File: config.mk
export PLATFORM = sky130hd
export DESIGN_NAME = memory_req_ctrl_flat
export DESIGN_NICKNAME = d
export VERILOG_FILES = /design/src/rtl/memory_pkg.sv /design/src/rtl/memory_req_ctrl_if.sv /design/src/rtl/memory_ctrl_fifo.sv /design/src/rtl/memory_req_ctrl.sv /design/src/flat_wrapper.sv
export SDC_FILE = /design/constraint.sdc
export NUM_CORES = 1
export LEC_CHECK = 0
export BUFFER_PORTS_ARGS = -buffer_cell sky130_fd_sc_hd__buf_4
export CAP_MARGIN = 20
export CORE_MARGIN = 1
export CORE_UTILIZATION = 40
export DETAILED_ROUTE_END_ITERATION = 10
export HOLD_SLACK_MARGIN = 0.03
export SETUP_SLACK_MARGIN = 0.4
export SKIP_LAST_GASP = 1
export SLEW_MARGIN = 20
export SYNTH_ARGS = -nofsm -noshare
export SYNTH_HDL_FRONTEND = slang
export SYNTH_SLANG_ARGS = --single-unit
File: constraint.sdc
create_clock -name memory_clk -period 7.5 [get_ports memory_clk]
set_input_delay 0.75 -clock memory_clk [delete_from_list [all_inputs] [get_ports memory_clk]]
set_output_delay 0.75 -clock memory_clk [all_outputs]
set_load 0.01 [all_outputs]
File: src/rtl/memory_pkg.sv
// Shared memory bus widths and command/data types.
// Imported by the request controller, its interface and the bench.
package memory_pkg;
    localparam int DATA_WIDTH = 32;
    localparam int ADDR_WIDTH = 4;

    typedef struct packed {
        logic                  wr;
        logic [ADDR_WIDTH-1:0] addr;
        logic [DATA_WIDTH-1:0] data;
    } mem_cmd_t;

    typedef logic [DATA_WIDTH-1:0] mem_data_t;
endpackage

File: src/rtl/memory_req_ctrl_if.sv
// Host request/response handshake and memory pin bundle.
// slave = controller view, master = host/memory view.
interface memory_req_ctrl_if;
    import memory_pkg::*;

    logic                  req_valid;
    logic                  req_ready;
    logic                  req_wr;
    logic [ADDR_WIDTH-1:0] req_addr;
    mem_data_t             req_wdata;
    logic                  rsp_valid;
    logic                  rsp_ready;
    mem_data_t             rsp_data;
    logic                  mem_en;
    logic                  mem_wr;
    logic [ADDR_WIDTH-1:0] mem_addr;
    mem_data_t             mem_data_in;
    logic                  mem_vld_out;
    mem_data_t             mem_data_out;

    modport slave (
        input  req_valid, req_wr, req_addr, req_wdata,
        input  rsp_ready, mem_vld_out, mem_data_out,
        output req_ready, rsp_valid, rsp_data,
        output mem_en, mem_wr, mem_addr, mem_data_in
    );

    modport master (
        output req_valid, req_wr, req_addr, req_wdata,
        output rsp_ready, mem_vld_out, mem_data_out,
        input  req_ready, rsp_valid, rsp_data,
        input  mem_en, mem_wr, mem_addr, mem_data_in
    );
endinterface

File: src/rtl/memory_ctrl_fifo.sv
// First-word-fall-through FIFO, power-of-2 depth.
// Pointers carry one wrap bit to tell full from empty.
module memory_ctrl_fifo #(
    parameter int WIDTH = 8,
    parameter int DEPTH = 4
) (
    input  logic                       clk,
    input  logic                       rst_n,
    input  logic                       push,
    input  logic [WIDTH-1:0]           din,
    input  logic                       pop,
    output logic [WIDTH-1:0]           dout,
    output logic                       full,
    output logic                       empty,
    output logic [$clog2(DEPTH+1)-1:0] count
);
    localparam int AW = $clog2(DEPTH);

    logic [AW:0]      wp;
    logic [AW:0]      rp;
    logic [WIDTH-1:0] store [DEPTH];
    logic             do_push;
    logic             do_pop;

    assign empty   = (wp == rp);
    assign full    = (wp[AW] != rp[AW]) && (wp[AW-1:0] == rp[AW-1:0]);
    assign count   = wp - rp;
    assign dout    = store[rp[AW-1:0]];
    assign do_pop  = pop && !empty;
    // A pop frees the slot, so a push into a full FIFO is fine then.
    assign do_push = push && (!full || do_pop);

    // Pointer advance.
    always_ff @(posedge clk or negedge rst_n) begin
        if (!rst_n) begin
            wp <= '0;
            rp <= '0;
        end else begin
            if (do_push) wp <= wp + 1'b1;
            if (do_pop)  rp <= rp + 1'b1;
        end
    end

    // Storage write; contents need no reset.
    always_ff @(posedge clk) begin
        if (do_push) store[wp[AW-1:0]] <= din;
    end
endmodule

File: src/rtl/memory_req_ctrl.sv
// In-order request front-end for the memory block.
// Reads are issued only against a free response slot.
module memory_req_ctrl
    import memory_pkg::*;
#(
    parameter int CMD_DEPTH = 4,
    parameter int RSP_DEPTH = 4
) (
    input  logic                memory_clk,
    input  logic                memory_rst,
    memory_req_ctrl_if.slave    bus,
    output logic                busy,
    output logic                err_unexpected_vld
);
    localparam int OW = $clog2(RSP_DEPTH + 1);
    localparam int CW = $clog2(CMD_DEPTH + 1);
    localparam int CMD_W = $bits(mem_cmd_t);
    localparam logic [OW:0] RSP_LIM = RSP_DEPTH[OW:0];

    mem_cmd_t      cmd_in;
    mem_cmd_t      cmd_head;
    logic          cmd_full;
    logic          cmd_empty;
    logic [CW-1:0] cmd_count;
    logic          cmd_push;
    logic          issue;
    logic          rd_issue;
    logic          credit_ok;
    logic [OW-1:0] outstanding;
    mem_data_t     rsp_head;
    logic          rsp_full;
    logic          rsp_empty;
    logic [OW-1:0] rsp_count;
    logic          rsp_push;
    logic          rsp_pop;
    logic          vld_ok;

    assign bus.req_ready = memory_rst && !cmd_full;
    assign cmd_push      = bus.req_valid && bus.req_ready;
    assign cmd_in        = '{wr: bus.req_wr, addr: bus.req_addr,
                             data: bus.req_wdata};

    memory_ctrl_fifo #(.WIDTH(CMD_W), .DEPTH(CMD_DEPTH)) u_cmd_fifo (
        .clk   (memory_clk),
        .rst_n (memory_rst),
        .push  (cmd_push),
        .din   (cmd_in),
        .pop   (issue),
        .dout  (cmd_head),
        .full  (cmd_full),
        .empty (cmd_empty),
        .count (cmd_count)
    );

    assign credit_ok = ({1'b0, outstanding} + {1'b0, rsp_count}) < RSP_LIM;
    assign issue     = !cmd_empty && (cmd_head.wr || credit_ok);
    assign rd_issue  = issue && !cmd_head.wr;

    assign vld_ok   = bus.mem_vld_out && (outstanding != '0);
    assign rsp_pop  = !rsp_empty && bus.rsp_ready;
    assign rsp_push = vld_ok && (!rsp_full || rsp_pop);

    memory_ctrl_fifo #(.WIDTH(DATA_WIDTH), .DEPTH(RSP_DEPTH)) u_rsp_fifo (
        .clk   (memory_clk),
        .rst_n (memory_rst),
        .push  (rsp_push),
        .din   (bus.mem_data_out),
        .pop   (rsp_pop),
        .dout  (rsp_head),
        .full  (rsp_full),
        .empty (rsp_empty),
        .count (rsp_count)
    );

    assign bus.rsp_valid = !rsp_empty;
    assign bus.rsp_data  = rsp_head;

    assign busy = (cmd_count != '0) | bus.mem_en
                | (outstanding != '0) | bus.rsp_valid;

    // Registered memory pins: one-cycle pulse per issued command.
    always_ff @(posedge memory_clk or negedge memory_rst) begin
        if (!memory_rst) begin
            bus.mem_en      <= 1'b0;
            bus.mem_wr      <= 1'b0;
            bus.mem_addr    <= '0;
            bus.mem_data_in <= '0;
        end else if (issue) begin
            bus.mem_en      <= 1'b1;
            bus.mem_wr      <= cmd_head.wr;
            bus.mem_addr    <= cmd_head.addr;
            bus.mem_data_in <= cmd_head.wr ? cmd_head.data : '0;
        end else begin
            bus.mem_en      <= 1'b0;
            bus.mem_wr      <= 1'b0;
            bus.mem_addr    <= '0;
            bus.mem_data_in <= '0;
        end
    end

    // Reads in flight; issue and return on one edge cancel out.
    always_ff @(posedge memory_clk or negedge memory_rst) begin
        if (!memory_rst) begin
            outstanding <= '0;
        end else begin
            unique case ({rd_issue, vld_ok})
                2'b10:   outstanding <= outstanding + 1'b1;
                2'b01:   outstanding <= outstanding - 1'b1;
                default: outstanding <= outstanding;
            endcase
        end
    end

    // Sticky flag for a return with nothing outstanding.
    always_ff @(posedge memory_clk or negedge memory_rst) begin
        if (!memory_rst) begin
            err_unexpected_vld <= 1'b0;
        end else if (bus.mem_vld_out && (outstanding == '0)) begin
            err_unexpected_vld <= 1'b1;
        end
    end
endmodule

File: src/flat_wrapper.sv
// flat-port wrapper written by rule: the top's interface ports become plain ports
module memory_req_ctrl_flat import memory_pkg::*;
#(
    parameter int CMD_DEPTH = 4,
    parameter int RSP_DEPTH = 4
)
  (memory_clk, memory_rst, busy, err_unexpected_vld, bus_req_valid, bus_req_wr, bus_req_addr, bus_req_wdata, bus_rsp_ready, bus_mem_vld_out, bus_mem_data_out, bus_req_ready, bus_rsp_valid, bus_rsp_data, bus_mem_en, bus_mem_wr, bus_mem_addr, bus_mem_data_in);
  memory_req_ctrl_if bus_i ();
  input  logic memory_clk;
  input  logic memory_rst;
  output logic busy;
  output logic err_unexpected_vld;
  input wire logic [$bits(bus_i.req_valid)-1:0] bus_req_valid;
  input wire logic [$bits(bus_i.req_wr)-1:0] bus_req_wr;
  input wire logic [$bits(bus_i.req_addr)-1:0] bus_req_addr;
  input wire logic [$bits(bus_i.req_wdata)-1:0] bus_req_wdata;
  input wire logic [$bits(bus_i.rsp_ready)-1:0] bus_rsp_ready;
  input wire logic [$bits(bus_i.mem_vld_out)-1:0] bus_mem_vld_out;
  input wire logic [$bits(bus_i.mem_data_out)-1:0] bus_mem_data_out;
  output wire logic [$bits(bus_i.req_ready)-1:0] bus_req_ready;
  output wire logic [$bits(bus_i.rsp_valid)-1:0] bus_rsp_valid;
  output wire logic [$bits(bus_i.rsp_data)-1:0] bus_rsp_data;
  output wire logic [$bits(bus_i.mem_en)-1:0] bus_mem_en;
  output wire logic [$bits(bus_i.mem_wr)-1:0] bus_mem_wr;
  output wire logic [$bits(bus_i.mem_addr)-1:0] bus_mem_addr;
  output wire logic [$bits(bus_i.mem_data_in)-1:0] bus_mem_data_in;
  assign bus_i.req_valid = bus_req_valid;
  assign bus_i.req_wr = bus_req_wr;
  assign bus_i.req_addr = bus_req_addr;
  assign bus_i.req_wdata = bus_req_wdata;
  assign bus_i.rsp_ready = bus_rsp_ready;
  assign bus_i.mem_vld_out = bus_mem_vld_out;
  assign bus_i.mem_data_out = bus_mem_data_out;
  assign bus_req_ready = bus_i.req_ready;
  assign bus_rsp_valid = bus_i.rsp_valid;
  assign bus_rsp_data = bus_i.rsp_data;
  assign bus_mem_en = bus_i.mem_en;
  assign bus_mem_wr = bus_i.mem_wr;
  assign bus_mem_addr = bus_i.mem_addr;
  assign bus_mem_data_in = bus_i.mem_data_in;
  memory_req_ctrl #(.CMD_DEPTH(CMD_DEPTH), .RSP_DEPTH(RSP_DEPTH)) u_core (.memory_clk(memory_clk), .memory_rst(memory_rst), .bus(bus_i), .busy(busy), .err_unexpected_vld(err_unexpected_vld));
endmodule
**After elaboration in Yosys (flattened, before gate mapping)**

Memories as Yosys holds them, arrays and structs flattened.
Cells that the tools add are included.
W data, S select, Z words.

- Flip-flop bits (word level): 54
- RAM bits: 276
- Input bits: 74
- Logic and storage cells: 70
- Memories kept: 2

- $add $sub $neg: 9
- Order comparisons: 1
- Equality and inequality tests: 8
- Multiplexer cells: 10
- Bitwise logic cells: 3
- Reduce and logical (&&, ||, !) cells: 27

Memories:

| name | words | bits a word | read ports | clocked after memory_dff | wr ports | RTL line | text |
|---|---|---|---|---|---|---|---|
| u_core.u_cmd_fifo.store | 4 | 37 | 1 | 0 | 1 | memory_ctrl_fifo.sv:21 | `logic [WIDTH-1:0] store [DEPTH];` |
| u_core.u_rsp_fifo.store | 4 | 32 | 1 | 0 | 1 | memory_ctrl_fifo.sv:21 |  |

Operators by type and width:

| cell | number |
|---|---|
| $mux W32 | 2 |
| $add A3 B1 Y3 const B | 5 |
| $logic_and A1 B1 Y1 | 14 |
| $eq A3 B3 Y1 | 2 |
| $mux W1 | 6 |
| $pmux W3 S2 | 1 |
| $reduce_bool A3 Y1 | 2 |
| $sub A3 B3 Y3 | 2 |
| $logic_not A1 Y1 | 5 |
| $add A3 B3 Y4 | 1 |
| $eq A2 B2 Y1 | 2 |
| $logic_or A1 B1 Y1 | 4 |
| $lt A4 B3 Y1 const B | 1 |
| $mux W4 | 1 |
| $logic_not A3 Y1 | 1 |
| $or A1 B1 Y1 | 3 |
| $sub A3 B1 Y3 const B | 1 |
| $eq A2 B1 Y1 const B | 1 |
| $eq A2 B2 Y1 const B | 1 |
| $ne A1 B1 Y1 | 2 |
| $reduce_bool A2 Y1 | 1 |

**Depth between registers and ports, before layout**

Gate-level depths: netlist of the first run.

- Depth after elaboration: 10
- Mapped depth: 15
- Gate-level depth less buffers: 15

**Hierarchy**

Synthesis of the first run repeated with hierarchy kept, for this count alone.

- Cells, all modules: 563
- Area, all modules: 12380.6 µm²

By module, submodules not included:

| module | times used | cells an instance | area each (µm²) |
|---|---|---|---|
| memory_ctrl_fifo at u_core.u_cmd_fifo | 1 | 239 | 5786.8 |
| memory_ctrl_fifo at u_core.u_rsp_fifo | 1 | 214 | 5069.9 |
| memory_req_ctrl | 1 | 110 | 1524.0 |

**Worst setup path after synthesis of the first run**

OpenSTA, ideal clock, no wires.

- Kind: register -> register
- From: register u_core.u_rsp_fifo.rp[1]
- To: register u_core.outstanding[2]
- Library setup time: 0.125 ns
- Arrival: 3.235 ns
- Slack: 4.140 ns
- Stages on the path, launching flop included: 16
- Path through: dfrtp_1 -> clkbuf_1 -> clkbuf_1 -> inv_1 -> fa_1 -> xor2_1 -> ha_1 -> nor3_1 -> nand2_1 -> or3_1 -> ha_1 -> inv_1 -> fa_1 -> xor2_1 -> nor2_1 -> xor2_1

- Longest elaborated chain between the ends: 8
- Elaborated cells between the ends (all ways): 10
- Classes of those cells: add/sub (2); order compare (1); eq/ne (2); mux (1); reduce/logical (4)

Ends and longest elaborated chain:

| what | RTL line | text |
|---|---|---|
| start: declaration | memory_ctrl_fifo.sv:20 | `logic [AW:0] rp;` |
| start signal: assignment | memory_ctrl_fifo.sv:40 | `if (do_pop) rp <= rp + 1'b1;` |
| $sub A3 B3 Y3 (*) | memory_ctrl_fifo.sv:27 | `assign count = wp - rp;` |
| $add A3 B3 Y4 (*) | memory_req_ctrl.sv:55 | `assign credit_ok = ({1'b0, outstanding} + {1'b0, rsp_count}) < RSP_LIM;` |
| $lt A4 B3 Y1 (*) | memory_req_ctrl.sv:55 |  |
| $logic_or A1 B1 Y1 (*) | memory_req_ctrl.sv:56 | `assign issue = !cmd_empty && (cmd_head.wr \|\| credit_ok);` |
| $logic_and A1 B1 Y1 (*) | memory_req_ctrl.sv:56 |  |
| $logic_and A1 B1 Y1 (*) | memory_req_ctrl.sv:57 | `assign rd_issue = issue && !cmd_head.wr;` |
| $eq A2 B1 Y1 / $eq A2 B2 Y1 (equally long branches) | memory_req_ctrl.sv:106 | `unique case ({rd_issue, vld_ok})` |
| $pmux W3 S2 / $reduce_bool A2 Y1 (equally long branches) | n/a |  |
| end signal: assignment | memory_req_ctrl.sv:107 | `2'b10: outstanding <= outstanding + 1'b1;` |
| end signal: assignment | memory_req_ctrl.sv:108 | `2'b01: outstanding <= outstanding - 1'b1;` |
| end signal: assignment | memory_req_ctrl.sv:109 | `default: outstanding <= outstanding;` |
| end: declaration | memory_req_ctrl.sv:29 | `logic [OW-1:0] outstanding;` |

Mark *: on every way between the ends. The rest lies on a longest branch, timed or not.
A chain may end at the register's enable or synchronous reset.

**Worst setup path in the final report of the first run**

- From: register u_core.u_cmd_fifo.rp[1]
- To: output port busy

- Longest elaborated chain between the ends: 5

Ends and longest elaborated chain:

| what | RTL line | text |
|---|---|---|
| start: declaration | memory_ctrl_fifo.sv:20 |  |
| start signal: assignment | memory_ctrl_fifo.sv:40 |  |
| $sub A3 B3 Y3 | memory_ctrl_fifo.sv:27 |  |
| $reduce_bool A3 Y1 | memory_req_ctrl.sv:78 | `assign busy = (cmd_count != '0) \| bus.mem_en` |
| $or A1 B1 Y1 | memory_req_ctrl.sv:78 |  |
| $or A1 B1 Y1 (2 in series) | memory_req_ctrl.sv:79 | `\| (outstanding != '0) \| bus.rsp_valid;` |
| end: declaration | flat_wrapper.sv:11 | `output logic busy;` |

No other way between the ends.

==> reports/metrics.cfg, run 1 <==
[cells_and_area]
n_fill_cell=2438
drive_above_1_share_pct=38.7
utilization_pct=49.8
diodes=0
syn_to_final_growth_pct=21.7
fin_nets=808

[global_routing]
grt_pass1_wl_um=35700
antenna_found_initial=0
grt_use_met1_pct=18.8
grt_usage_pct=15.3
grt_max_degree=57
use_met3_pct=3.54
gr-usage-met2_pct=27.2
grt_overflow=0
grt_pass1_vias=6335
busiest_layer=met2

[logic_synthesis]
synth_seq_area_share_pct=78.8
synth_cells=547
synth-async-reset-ratio_pct=16.4
yosysUniqueCellTypes=34
ys_seq_elements=330
synth_edf_count=276
syn_nets=640
avgSynthCellArea_um2=22.4
synth.most_common_cell=edfxtp_1
synth_commonest_cells=edfxtp_1, mux4_2, dfrtp_1, nor2b_1, ha_1
netlist_area_um2=12200
synth_area_leaders=edfxtp_1, mux4_2, dfrtp_1, nor2b_1, ha_1
yosys_warnings=0
ys.flop_type=edfxtp_1
yosysTopAreaCell=edfxtp_1
yosysTopAreaCellShare_pct=67.7

[route]
drc=0
via_per_inst=5.00
drtIter0Drc=359
drt_first_pass_iters=4
routed_wl_um=23200
ant_nets=0
wl_per_cell_um=20.5
vias=5662

[floorplan]
coreArea_um2=29900
start_util_pct=41.0
die-width_um=177
placementRows=63
die_area_um2=31300
die_h_um=177
ios=148

[sta]
max_clock_freq_mhz=265
finalSetupViolCount=0
slew-limit-headroom_pct=27.9
tns_ns=0
fin_crit_sh_pct=50.3
fin_skew_ns=0.0225
worst_pin_slew_ns=1.08
final-hold-violation-count=0
post-route-min-period_ns=3.77
rsz0062_at_grt=false
maxSlewViolCount=0

[clock_tree]
clk_root_buffer_cell=clkbuf_16
htreeDepth=2
clkTransAtPathRegs_ns=0.06
cts.sinks=330
cts_tree=built
worstSkewPairLatency_ns=0.51
clock_path_buffers=3
cts_hold_buf=0
cts_buffers=35
postCtsSetupBuffers=0
postCtsResizedCells=0

[critical_path]
reg2reg_setup_slack_ns=4.14
crit_arrival_ns=3.02
path_cells=inv_1, ha_1, nand2_1, nor2_1, or4b_1, buf_4
setup.worst_path.end_class=output port
worst_setup_path_start_kind=flip-flop
critPathKind=reg -> out
cpMaxStageDelayCell=dfrtp_2
critical-path-top-delay-family=flip-flops
max_stage_delay_ns=1.06
crit_required_ns=6.75
path_buf_inv=2
crit_fanout=40

[placement]
io_buffers=147
place_congestion=0.721
dpl.hpwl_um=13700

[run]
cap_violations=0

[power_and_ir_drop]
ir_drop_mv=0.254
leakage_nw=5.34
p_per_area_nw_per_um2=405
power.total_mw=6.02

[outcome]
status=completed

[worst_hold_path]
hold_path.class=in -> async

## sequential cells by signal, summed over array words and instances (netlist names)
signal                     count
u_core.bus.mem_addr            4
u_core.bus.mem_data_in        32
u_core.bus.mem_en              1
u_core.bus.mem_wr              1
u_core.err_unexpected_vld      1
u_core.outstanding             3
u_core.u_cmd_fifo.rp           3
u_core.u_cmd_fifo.store      148
u_core.u_cmd_fifo.wp           3
u_core.u_rsp_fifo.rp           3
u_core.u_rsp_fifo.store      128
u_core.u_rsp_fifo.wp           3
## metal layers
layer | wire length [um] | vias up
met3 | 1380 | 45
met2 | 12100 | 184
met5 | 0 | -
met4 | 505 | 0
li1 | - | 2509
met1 | 9270 | 2924
## worst paths after layout
kind                       cells past startpoint                                      end                                  start
max                                            6                                     busy    u_core.u_cmd_fifo.rp[1]$_DFFE_PN0P_
min                                            1     u_core.bus.mem_data_in[17]$_DFF_PN0_                             memory_rst
max reg2reg                                   15        u_core.outstanding[2]$_DFFE_PN0P_    u_core.u_rsp_fifo.wp[0]$_DFFE_PN0P_
min reg2reg                                    1    u_core.err_unexpected_vld$_DFFE_PN0P_  u_core.err_unexpected_vld$_DFFE_PN0P_
max in group asynchronous                      1      u_core.u_cmd_fifo.rp[1]$_DFFE_PN0P_                             memory_rst
min in group memory_clk                        1  u_core.u_cmd_fifo.store[1][0]$_DFFE_PP_                       bus_req_wdata[0]
## logic make-up after synthesis
logic type      after synthesis  share of synthesized area (%)
fa+ha+maj                    19                           2.07
flops                       330                           78.8
buf+inv                      35                           1.34
xor+xnor                     16                           1.15
compound gates               12                          0.675
mux                          71                           12.9
simple gates                 64                           3.11
## placed cells by master, fill, tap and decap left out, types with 2 or more instances in the layout
| master | netlist | routed |
|---|---|---|
| mux4_2 | 69 | 69 |
| clkinv_1 | 0 | 4 |
| nand2_1 | 6 | 6 |
| or3_1 | 2 | 2 |
| inv_2 | 2 | 2 |
| clkbuf_16 | 0 | 35 |
| clkbuf_1 | 8 | 8 |
| a21oi_1 | 2 | 2 |
| nand3_1 | 2 | 2 |
| inv_6 | 0 | 3 |
| nor2_1 | 3 | 3 |
| nor2b_1 | 37 | 37 |
| fa_1 | 2 | 2 |
| xnor2_1 | 9 | 9 |
| dfrtp_2 | 0 | 3 |
| ha_1 | 17 | 17 |
| clkinvlp_4 | 0 | 3 |
| clkinv_2 | 0 | 3 |
| dfrtp_1 | 54 | 51 |
| and2_2 | 0 | 7 |
| inv_1 | 13 | 13 |
| xor2_1 | 7 | 7 |
| clkbuf_8 | 0 | 6 |
| buf_4 | 7 | 150 |
| edfxtp_1 | 276 | 276 |
| o21ai_1 | 3 | 3 |
## where the power goes
part / total (mW) / leakage, nW / internal, mW / switching, mW
sequential: 2.57 / 3.19 / 2.40 / 0.170
clock: 1.63 / 0.534 / 0.961 / 0.669
combinational: 1.83 / 1.62 / 0.894 / 0.932
## worst register-to-register path, delay by kind of cell, from the launching register on
family | cells | cell delay (ns)
adders and majority gates | 5 | 1.30
and+or+nand+nor | 4 | 0.79
xor gates and xnor gates | 3 | 0.47
DFF | 1 | 0.40
buffers and inverters | 3 | 0.30
## metrics by stage
stage	setup WS (ns)	cell area [um2]	hold slack, ns	instances
floorplan	4.14	12200	0.454	547
global placement	4.25	13800	0.471	1067
detailed placement	4.06	13800	0.467	1067
CTS	3.65	14900	0.358	1131
global route	3.55	14900	0.396	1132
finish	3.73	14900	0.339	1132
## area by class of cell
type | count | area [um2] | area share (%)
flip-flops and latches | 330 | 9640 | 64.8
multi-input cells | 182 | 2450 | 16.5
repair buffers | 151 | 1150 | 7.70
clock buffers | 49 | 988 | 6.64
well taps | 390 | 488 | 3.28
clock inverters | 15 | 118 | 0.790
inverters | 15 | 56.3 | 0.378
No activity file was read; power rests on OpenSTA's default activity.
==> run 2: changes to the inputs <==
- clock period: 7.5 -> 3.88 ns (I/O delays scaled with it)
==> reports/metrics.cfg, run 2 (same netlist as run 1, synthesis figures left out) <==
[outcome]
status=completed

[critical_path]
worstRegToRegCells=15  ; unchanged
crit_required_ns=4.27  ; -2.48 ns
worst_setup_path_start_kind=flip-flop
r2r-start=u_core.u_rsp_fifo.wp[0]$_DFFE_PN0P_
crit_fanout=4  ; -90%
worstSetupEndpoint=u_core.outstanding[2]$_DFFE_PN0P_
setup.worst_path.end_class=flip-flop
crit_arrival_ns=3.60  ; +0.58 ns
critPathLaunch=u_core.u_rsp_fifo.wp[0]$_DFFE_PN0P_
critPathKind=reg -> reg
reg2reg_setup_slack_ns=0.67  ; -3.47 ns
regToRegEndpoint=u_core.outstanding[2]$_DFFE_PN0P_

[sta]
fin_skew_ns=0.0225  ; +0.00000210 ns
finalSetupViolCount=0  ; unchanged
maxSlewViolCount=0  ; unchanged
fin_crit_sh_pct=82.8
layout_setup_ws_ns=0.668  ; -3.06 ns
slew-limit-headroom_pct=38.6  ; +11 points
rsz0062_at_grt=false
final-hold-violation-count=0  ; unchanged
tns_ns=0  ; unchanged
max_clock_freq_mhz=311
worst_pin_slew_ns=0.921  ; -0.157 ns
post-route-min-period_ns=3.21

[worst_hold_path]
worstHoldStart=bus_req_wdata[28]
hold_path.class=in -> reg

[route]
drc=0  ; unchanged
wl_per_cell_um=20.3  ; -1.0%
vias=5660  ; -0.035%
via_per_inst=4.97  ; -0.65%
routed_wl_um=23100  ; -0.39%
drt_first_pass_iters=4  ; unchanged
drtIter0Drc=373  ; +3.9%
ant_nets=0  ; unchanged

[power_and_ir_drop]
ir_drop_mv=0.420  ; +66%
p_per_area_nw_per_um2=799  ; +97%
leakage_nw=5.45  ; +2.0%

[clock_tree]
clk_root_buffer_cell=clkbuf_16
worstSkewPairLatency_ns=0.51  ; about the same
cts_tree=built
cts_buffers=35  ; unchanged
clock_path_buffers=3  ; unchanged
htreeDepth=2  ; unchanged
clkTransAtPathRegs_ns=0.06  ; about the same
cts.sinks=330  ; unchanged
cts_hold_buf=0  ; unchanged

[floorplan]
die-width_um=177  ; unchanged
start_util_pct=41.0  ; unchanged
die_area_um2=31300  ; unchanged
ios=148  ; unchanged
coreArea_um2=29900  ; unchanged
die_h_um=177  ; unchanged
placementRows=63  ; unchanged

[cells_and_area]
drive_above_1_share_pct=40.3  ; +1.6 points
final_common_cell=edfxtp_1
syn_to_final_growth_pct=23.1
largest_register_ff_count=148  ; unchanged
multi_input_area_um2=2460  ; +0.41%
diodes=0  ; unchanged
n_fill_cell=2382  ; -2.3%
final_cell_mix=edfxtp_1, buf_4, mux4_2, dfrtp_1, nor2b_1
design_area_um2=15100  ; +1.1%
fin_nets=815  ; +0.87%
seq_area_um2=9640  ; unchanged

[placement]
postPlaceCellArea_um2=13800  ; +0.38%
place_congestion=0.696  ; -3.5%
dp_slack_ns=0.496  ; -3.57 ns
io_buffers=147  ; unchanged
dpl.hpwl_um=14100  ; +2.7%

[global_routing]
grt_pass1_vias=6346  ; +0.17%
antenna_found_initial=0  ; unchanged
grt_usage_pct=15.5  ; +0.14 points
grt_overflow=0  ; unchanged
grt_max_degree=56  ; -1.8%
grt_pass1_wl_um=36100  ; +1.1%

[run]
cap_violations=0  ; unchanged

-- run 2: cell count changes in the layout (fill, tap and decap cells not counted), moves of 3 or more --
cell and change:
clkinv_2 +6, buf_4 +7, bufinv_16 +3, clkinv_1 -3
clkinvlp_4 -3, clkbuf_1 -3
-- run 2: critical path, stage by stage (launching register included) --
cell and delay [ns]:
dfrtp_1 0.41, inv_2 0.11, ha_1 0.17, inv_1 0.06
fa_1 0.43, xor2_1 0.17, ha_1 0.34, nor3_4 0.23
nand2_1 0.07, or3_1 0.31, ha_1 0.21, inv_1 0.07
fa_1 0.17, xor2_1 0.15, nor2_1 0.06, xor2_1 0.15
-- run 2: how the worst min path moves through the flow --
stage,end,cells past startpoint
2_1_floorplan,u_core.bus.mem_addr[0]$_DFF_PN0_,0
3_3_place_gp,u_core.err_unexpected_vld$_DFFE_PN0P_,1
3_5_place_dp,u_core.u_rsp_fifo.wp[2]$_DFFE_PN0P_,1
4_1_cts,u_core.u_cmd_fifo.store[1][23]$_DFFE_PP_,1
5_1_grt,u_core.u_cmd_fifo.store[1][23]$_DFFE_PP_,1
6_report,u_core.u_cmd_fifo.store[3][28]$_DFFE_PP_,1
-- run 2: area by class of cell --
class	count	share of cell area (%)
sequential	330	64.0
multi-input combinational	182	16.3
timing repair buffer	158	8.01
clock buffer	46	6.57
tap	390	3.24
clock inverter	18	1.42
inverter	15	0.374
-- run 2: routing by layer --
layer	track usage (%)	up-vias	wire, um
li1	-	2527	-
met1	19.6	2920	9680
met4	4.38	0	473
met2	27.0	172	11700
met5	0	-	0
met3	3.07	41	1300
-- run 2: what timing repair did --
| action | 4_1_cts | 5_1_grt |
|---|---|---|
| setup buffers | 0 | 0 |
| endpoints found under the setup margin | 0 | 2 |
| resized for setup | 0 | 3 |
-- run 2: power breakdown --
group / switching (mW) / internal [mW] / total, mW
registers: 0.278 / 4.63 / 4.91
logic: 1.90 / 1.81 / 3.71
clock network: 1.32 / 2.08 / 3.40
total: 3.50 / 8.52 / 12.0
-- run 2: per-stage QoR --
| stage | std cells | utilization, % | power (mW) | hold slack [ns] |
|---|---|---|---|---|
| after CTS | 1138 | 50.3 | 12.1 | 0.0535 |
| after global placement | 1074 | 46.2 | 8.58 | 0.473 |
| after detailed placement | 1074 | 46.2 | 8.69 | 0.481 |
| after floorplan | 547 | - | 7.29 | 0.0924 |
| final | 1139 | 50.4 | 12.0 | 0.0723 |
| after global routing | 1139 | 50.4 | 12.7 | 0.0562 |
